## src/rtl/module_display_mux_if.sv

```systemverilog
// Display-mux bus: packed-BCD operands, load/blanking controls and the
// registered segment/anode pins, grouped so upstream and display sides share one bundle.
interface module_display_mux_if #(
    parameter int WIDTH_BCD = 8
);
    logic [WIDTH_BCD-1:0] bcd_1;
    logic [WIDTH_BCD-1:0] bcd_2;
    logic                 load;
    logic                 blank_lz;
    logic [6:0]           seg;
    logic [3:0]           an;

    // Upstream side: supplies BCD data and controls, observes the pins.
    modport master (
        output bcd_1, bcd_2, load, blank_lz,
        input  seg, an
    );

    // Display driver side.
    modport slave (
        input  bcd_1, bcd_2, load, blank_lz,
        output seg, an
    );
endinterface

```

## src/rtl/module_display_mux.sv

```systemverilog
// Time-multiplexed 4-digit common-anode 7-segment driver.
// Shows {bcd_2 tens, bcd_2 units, bcd_1 tens, bcd_1 units} from a shadow copy
// of the inputs, scanning one digit per REFRESH_DIV clocks, with optional
// leading-zero blanking of the tens digits and a dash for non-BCD nibbles.
module module_display_mux #(
    parameter int WIDTH_BCD      = 8,
    parameter int REFRESH_DIV    = 27000,
    parameter bit SEG_ACTIVE_LOW = 1'b1,
    parameter bit AN_ACTIVE_LOW  = 1'b1
) (
    input  logic                 clk,
    input  logic                 rst,
    module_display_mux_if.slave  bus
);

    localparam int CNT_W = (REFRESH_DIV > 1) ? $clog2(REFRESH_DIV) : 1;
    localparam logic [CNT_W-1:0] CNT_LAST = CNT_W'(REFRESH_DIV - 1);
    localparam logic [6:0] SEG_OFF = SEG_ACTIVE_LOW ? 7'h7F : 7'h00;
    localparam logic [3:0] AN_OFF  = AN_ACTIVE_LOW  ? 4'hF  : 4'h0;

    // One state per digit slot, in scan order.
    typedef enum logic [1:0] {
        S0 = 2'd0,  // bcd_1 units
        S1 = 2'd1,  // bcd_1 tens
        S2 = 2'd2,  // bcd_2 units
        S3 = 2'd3   // bcd_2 tens
    } state_t;

    state_t               state;
    state_t               state_next;
    logic [WIDTH_BCD-1:0] shadow_1;
    logic [WIDTH_BCD-1:0] shadow_2;
    logic [CNT_W-1:0]     count;
    logic                 tick;
    logic [3:0]           nibble;
    logic                 blank;
    logic [6:0]           seg_hi;
    logic [3:0]           an_hi;
    logic [6:0]           seg_d;
    logic [3:0]           an_d;
    logic [6:0]           seg_q;
    logic [3:0]           an_q;

    // Active-high gfedcba pattern; anything outside 0..9 shows a dash.
    function automatic logic [6:0] decode_digit(input logic [3:0] d);
        case (d)
            4'd0:    decode_digit = 7'h3F;
            4'd1:    decode_digit = 7'h06;
            4'd2:    decode_digit = 7'h5B;
            4'd3:    decode_digit = 7'h4F;
            4'd4:    decode_digit = 7'h66;
            4'd5:    decode_digit = 7'h6D;
            4'd6:    decode_digit = 7'h7D;
            4'd7:    decode_digit = 7'h07;
            4'd8:    decode_digit = 7'h7F;
            4'd9:    decode_digit = 7'h6F;
            default: decode_digit = 7'h40;
        endcase
    endfunction

    // Shadow latch: the display only ever reads these, never the live inputs.
    always_ff @(posedge clk) begin
        // NOTE: sequential state uses non-blocking (<=) so every register samples pre-edge values.
        if (rst) begin
            // NOTE: these are a pair of plain registers, not a memory, so clearing them in reset is cheap and gives a defined "00 00" display.
            shadow_1 <= '0;
            shadow_2 <= '0;
        end else if (bus.load) begin
            shadow_1 <= bus.bcd_1;
            shadow_2 <= bus.bcd_2;
        end
    end

    // Refresh prescaler: tick marks the last cycle of each digit slot.
    assign tick = (count == CNT_LAST);

    always_ff @(posedge clk) begin
        if (rst) begin
            count <= '0;
        end else if (tick) begin
            count <= '0;
        end else begin
            count <= count + CNT_W'(1);
        end
    end

    // Scan FSM state register.
    always_ff @(posedge clk) begin
        if (rst) begin
            state <= S0;
        end else begin
            state <= state_next;
        end
    end

    // Scan FSM next state: step to the following digit on each tick.
    always_comb begin
        // NOTE: default first so every path assigns state_next and no latch is inferred.
        state_next = state;
        if (tick) begin
            case (state)
                S0:      state_next = S1;
                S1:      state_next = S2;
                S2:      state_next = S3;
                default: state_next = S0;
            endcase
        end
    end

    // Scan FSM outputs: pick the slot's nibble and anode, decode, apply blanking and polarity.
    always_comb begin
        nibble = shadow_1[3:0];
        an_hi  = 4'b0001;
        case (state)
            S0: begin nibble = shadow_1[3:0]; an_hi = 4'b0001; end
            S1: begin nibble = shadow_1[7:4]; an_hi = 4'b0010; end
            S2: begin nibble = shadow_2[3:0]; an_hi = 4'b0100; end
            S3: begin nibble = shadow_2[7:4]; an_hi = 4'b1000; end
            default: ;
        endcase
        blank  = bus.blank_lz && ((state == S1) || (state == S3)) && (nibble == 4'd0);
        seg_hi = decode_digit(nibble);
        if (blank) begin
            seg_hi = 7'h00;
            an_hi  = 4'b0000;
        end
        seg_d = SEG_ACTIVE_LOW ? ~seg_hi : seg_hi;
        an_d  = AN_ACTIVE_LOW  ? ~an_hi  : an_hi;
    end

    // Output registers: pins change one cycle after the state/shadow they reflect.
    always_ff @(posedge clk) begin
        if (rst) begin
            seg_q <= SEG_OFF;
            an_q  <= AN_OFF;
        end else begin
            seg_q <= seg_d;
            an_q  <= an_d;
        end
    end

    assign bus.seg = seg_q;
    assign bus.an  = an_q;

endmodule

```

## src/flat_wrapper.sv

```systemverilog
// flat-port wrapper written by rule: the top's interface ports become plain ports
module module_display_mux_flat 
#(
    parameter int WIDTH_BCD      = 8,
    parameter int REFRESH_DIV    = 27000,
    parameter bit SEG_ACTIVE_LOW = 1'b1,
    parameter bit AN_ACTIVE_LOW  = 1'b1
)
  (clk, rst, bus_bcd_1, bus_bcd_2, bus_load, bus_blank_lz, bus_seg, bus_an);
  module_display_mux_if #(.WIDTH_BCD(WIDTH_BCD)) bus_i ();
  input  logic clk;
  input  logic rst;
  input wire logic [$bits(bus_i.bcd_1)-1:0] bus_bcd_1;
  input wire logic [$bits(bus_i.bcd_2)-1:0] bus_bcd_2;
  input wire logic [$bits(bus_i.load)-1:0] bus_load;
  input wire logic [$bits(bus_i.blank_lz)-1:0] bus_blank_lz;
  output wire logic [$bits(bus_i.seg)-1:0] bus_seg;
  output wire logic [$bits(bus_i.an)-1:0] bus_an;
  assign bus_i.bcd_1 = bus_bcd_1;
  assign bus_i.bcd_2 = bus_bcd_2;
  assign bus_i.load = bus_load;
  assign bus_i.blank_lz = bus_blank_lz;
  assign bus_seg = bus_i.seg;
  assign bus_an = bus_i.an;
  module_display_mux #(.WIDTH_BCD(WIDTH_BCD), .REFRESH_DIV(REFRESH_DIV), .SEG_ACTIVE_LOW(SEG_ACTIVE_LOW), .AN_ACTIVE_LOW(AN_ACTIVE_LOW)) u_core (.clk(clk), .rst(rst), .bus(bus_i));
endmodule
```

## config.mk

```make
export PLATFORM = sky130hd
export DESIGN_NAME = module_display_mux_flat
export DESIGN_NICKNAME = d
export VERILOG_FILES = /design/src/rtl/module_display_mux_if.sv /design/src/rtl/module_display_mux.sv /design/src/flat_wrapper.sv
export SDC_FILE = /design/constraint.sdc
export NUM_CORES = 1
export LEC_CHECK = 0
export CAP_MARGIN = 20
export CORE_MARGIN = 2
export CORE_UTILIZATION = 52
export CTS_CLUSTER_DIAMETER = 120
export CTS_CLUSTER_SIZE = 24
export DETAILED_ROUTE_END_ITERATION = 6
export GPL_TIMING_DRIVEN = 0
export PLACE_DENSITY = 0.84
export SYNTH_ARGS = -nofsm -noshare
export SYNTH_HDL_FRONTEND = slang
export SYNTH_SLANG_ARGS = --single-unit
```

## constraint.sdc

```tcl
create_clock -name clk -period 3.13 [get_ports clk]
set_input_delay 0.4695 -clock clk [delete_from_list [all_inputs] [get_ports clk]]
set_output_delay 0.4695 -clock clk [all_outputs]
set_load 0.01 [all_outputs]
```

; ---- After elaboration in Yosys (flattened, before gate mapping)
; Memory sizes are Yosys's and may differ from the RTL's.
; Cells that the tools add are included.
[word_totals]
regBits = 44
rom_bits = 112
in_bits = 20
output_inout_bits = 11
mem_count = 1
[op_classes]
add_sub_neg = 1
n_eq_ne = 4
mux = 5
n_bitwise = 2
n_reduce_logical = 6
[mem_list]
columns = name, depth, width, rd, rd_ports_with_merged_regs, wr, line_no
row1 = (no name shown), 16, 7, 1, 0, 0, module_display_mux.sv:46  ; case (d)
[op_table]
columns = operator, count
row1 = case mux 4 bit (4 select lines), 2
row2 = "adder 15 x 1 -> 15 bit, second input constant", 1
row3 = "== test 15 bit, second input constant", 1
row4 = two-way mux 7 bit, 1
row5 = inverter 7 bit, 1
row6 = case mux 2 bit (3 select lines), 1
row7 = "== test 2 bit, second input constant", 2
row8 = logical NOT 4 bit, 1
row9 = two-way mux 4 bit, 1
row10 = inverter 4 bit, 1
row11 = "== test 2 x 1 -> 1 bit, second input constant", 1
row12 = logical AND 1 bit, 2
row13 = logical NOT 2 bit, 1
row14 = OR reduction 2 bit, 1
row15 = logical OR 1 bit, 1

; ---- Depth between registers and ports, before layout
[depth]
word_depth = 6
ltp_mapped = 9
depth_no_buf = 9

; ---- Worst setup path before layout
; No wires, ideal clock.
[synth_timing]
kind = reg-to-reg
from = register u_core.state[0]
to = register u_core.seg_q[1] (netlist: u_core.bus.seg[1])
setup_ns = 0.148
arrival_ns = 2.137
slack_ns = 0.846
path_stages_with_launch = 10
period_less_slack_ns = 2.284
cell_sequence = dfxtp_1 > inv_1 > ha_1 > inv_1 > mux2i_1 > inv_1 > ha_1 > o211a_1 > a211oi_1 > o22ai_1
[synth_between]
elab_chain_cells = 6
[synth_lines]
columns = element, line_no
row1 = from (decl), module_display_mux.sv:29  ; state_t state;
row2 = from (signal assigned), module_display_mux.sv:92  ; state <= state_next;
row3 = branches (longest 4 deep; another with memory (16 x 7 bit)), -
row4 = two-way mux 7 bit (*), module_display_mux.sv:123  ; if (blank) begin
row5 = inverter 7 bit (*), module_display_mux.sv:127  ; seg_d = SEG_ACTIVE_LOW ? ~seg_hi : seg_hi;
row6 = to (signal assigned), module_display_mux.sv:137  ; seg_q <= seg_d;
row7 = to (decl), module_display_mux.sv:41  ; logic [6:0] seg_q;
; Every way passes the cells marked *.
; A chain may end at the register's enable or synchronous reset.

; ---- Final worst setup path
[layout_timing]
from = register u_core.state[0]
to = register u_core.seg_q[5] (netlist: u_core.bus.seg[5])
; Same word-level chain as after synthesis.

==> flow_summary.json <==
{
  "status": "completed",
  "synthFlopType": "dfxtp_1",
  "maxCapViolCount": 0,
  "crit_top_cell": "inv_1",
  "setup_viol": 0,
  "core_area_um2": 3630,
  "muxShareOfSynthArea": 0.103,
  "grt_pass1_vias": 1434,
  "fin_tns_setup_ps": 0,
  "ios": 31,
  "cts_hold_buf": 0,
  "synth_seq_cells": 44,
  "yosysWarningCount": 0,
  "synth_area_um2": 1940,
  "dpl.cell_count": 276,
  "clk_pin_slew_ps": 80,
  "synth_xor_area_frac": 0.0407,
  "setup.worst_path.end_class": "flip-flop",
  "slowest_stage": "a211oi_1",
  "cts_tree": "yes",
  "gr-max-usage-layer": "met2",
  "synth_area_per_cell_um2": 9.69,
  "cp_slowest_stage_delay_ps": 500,
  "critPathLaunchType": "flip-flop",
  "synthCells": 200,
  "drive_above_1_share": 0.0508,
  "dp_hpwl_um": 2610,
  "dieWidth_um": 65.1,
  "rsz0062_at_grt": "false",
  "gp_congestion": 0.910,
  "yosysUniqueCellTypes": 35,
  "power.switching_uw": 249,
  "path_cells": "inv_1 -> ha_1 -> inv_1 -> mux2i_1 -> inv_1 -> ha_1 -> o211a_1 -> a211oi_1 -> o22ai_1",
  "utilization": 0.653,
  "antenna_left": 0,
  "use_met2": 0.303,
  "whs_ps": 454,
  "hold_path.class": "flip-flop to flip-flop",
  "clock_path_buffers": 2,
  "worst_pin_slew_ps": 703,
  "wl_per_cell_um": 12.0,
  "p_leak_nw": 0.958,
  "met3_usage": 0.0625,
  "dr.pass1.iters": 4,
  "finalClockSkew_ps": 6.91,
  "crit_arrival_ps": 2850,
  "syn_to_final_growth_pct": 22.4,
  "ys_async_sr_fraction": 0,
  "dieArea_um2": 4230,
  "final_nets": 267,
  "synth_top_area_cell": "dfxtp_1",
  "vdd_drop_max_uv": 358,
  "synth.most_common_cell": "dfxtp_1",
  "root_buffer": "clkbuf_8",
  "num_vias": 1474,
  "track_usage": 0.194,
  "drt-total-wl_um": 3410,
  "grt_overflow": 0,
  "grt_max_degree": 14,
  "syn_nets": 232,
  "met1_usage": 0.251,
  "critPathRequiredTime_ps": 3280,
  "synth_edf_count": 0,
  "grt_pass1_wl_um": 6250,
  "clock-sinks": 44,
  "drc": 0,
  "cts-htree-levels": 2,
  "seq_area_frac_synth": 0.454,
  "antenna_found_initial": 0,
  "portBuffers": 28,
  "cts_resized": 0,
  "fin_crit_ps": 2690,
  "slew_headroom": 0.527,
  "final_max_slew_viol_count": 0,
  "min_period_over_period": 0.861,
  "crit_type": "flip-flop to flip-flop",
  "final_cells": 284,
  "ys_top_cells_by_area": "dfxtp_1, mux2i_1, ha_1, nor2_1, xor2_1",
  "powerDensity_nw_per_um2": 456,
  "total_power_mw": 1.08,
  "rows": 22,
  "synth_compound_area_frac": 0.104,
  "yosys-top-cells-count": "dfxtp_1, nor2_1, mux2i_1, ha_1",
  "synth_simple_gate_area_frac": 0.187,
  "post_drt_via_cell_ratio": 5.19,
  "synth_top_family_by_area": "simple AND/OR/NAND/NOR gates",
  "yosys.area_share.adder": 0.0775,
  "postCtsSetupBuffers": 0,
  "die_h_um": 65.1,
  "cts_buffers": 5,
  "start_util": 0.533,
  "fmax_mhz": 371,
  "internal-power_uw": 832,
  "power_frac_seq": 0.552,
  "hold_violations": 0,
  "drtIter0Drc": 49,
  "clockPowerShare": 0.336,
  "synth_top_area_share": 0.454,
  "p_sw_frac": 0.230,
  "worst_skew_pair.late_latency_ps": 300,
  "n_antenna_cell": 0,
  "cp_max_fo": 7,
  "share_comb_of_total_power": 0.112
}
final cells by class:
type / instances / area, um^2
multi-input combinational: 142 / 993
clock buffer: 7 / 86.3
fill: 310 / 1260
clock inverter: 1 / 7.51
timing repair buffer: 28 / 280
sequential: 44 / 881
inverter: 7 / 26.3
buffer: 7 / 37.5
tap: 48 / 60.1
routing by layer:
layer	wire, um	vias up
li1	-	769
met1	1650	655
met2	1570	42
met3	146	8
met4	47	0
met5	0	-
cells in the final DEF, fill, tap and decap left out, drive strengths merged, types with 3 or more instances in the layout:
cell,instances
dfxtp,44
nor2,31
clkdlybuf4s50,28
mux2i,20
ha,12
clkbuf,11
o21ai,8
nand2,8
inv,7
a21oi,7
nand3,6
xor2,6
a222oi,4
a211oi,4
o22ai,4
or3,4
nor2b,3
nand4,3
xnor2,3
buf,3
kinds of logic (layout without fill, tap and decap cells):
family / Yosys count / in the layout
xor+xnor: 9 / 9
flops: 44 / 44
simple gates: 70 / 70
mux: 20 / 20
compound gates: 31 / 31
fa+ha+maj: 12 / 12
buf+inv: 14 / 50
power groups by stage:
stage	sequential [mW]	combinational (mW)	clock, mW
floorplan	0.613	0.0613	0
global placement	0.610	0.119	0
detailed placement	0.611	0.122	0
CTS	0.597	0.122	0.373
global route	0.600	0.135	0.404
finish	0.597	0.121	0.363
state kept, by name (all words and copies together) (netlist names):
register	cells
u_core.count	15
u_core.state	2
u_core.bus.an	4
u_core.shadow_1	8
u_core.shadow_2	8
u_core.bus.seg	7
through the flow:
stage | worst slack, ps | cell area [um^2]
after floorplan | 846 | 1940
after global placement | 523 | 2280
after detailed placement | 482 | 2280
after CTS | 447 | 2370
after global routing | 163 | 2370
final | 435 | 2370
final timing paths:
kind,startpoint,end,slack [ps],depth (start not counted)
max,u_core.state[0],u_core.bus.seg[5],440,9
min,u_core.count[0],u_core.count[0],450,1
max reg2reg,u_core.state[0],u_core.bus.seg[5],440,9
min reg2reg,u_core.count[0],u_core.count[0],450,1
critical path: cells and delay by family (launching register included):
kind	cells	cell delay (ps)
compound gates	3	820
fa+ha+maj	2	490
buf+inv	3	430
flops	1	410
mux	1	380
No activity file was read; power rests on OpenSTA's default activity.
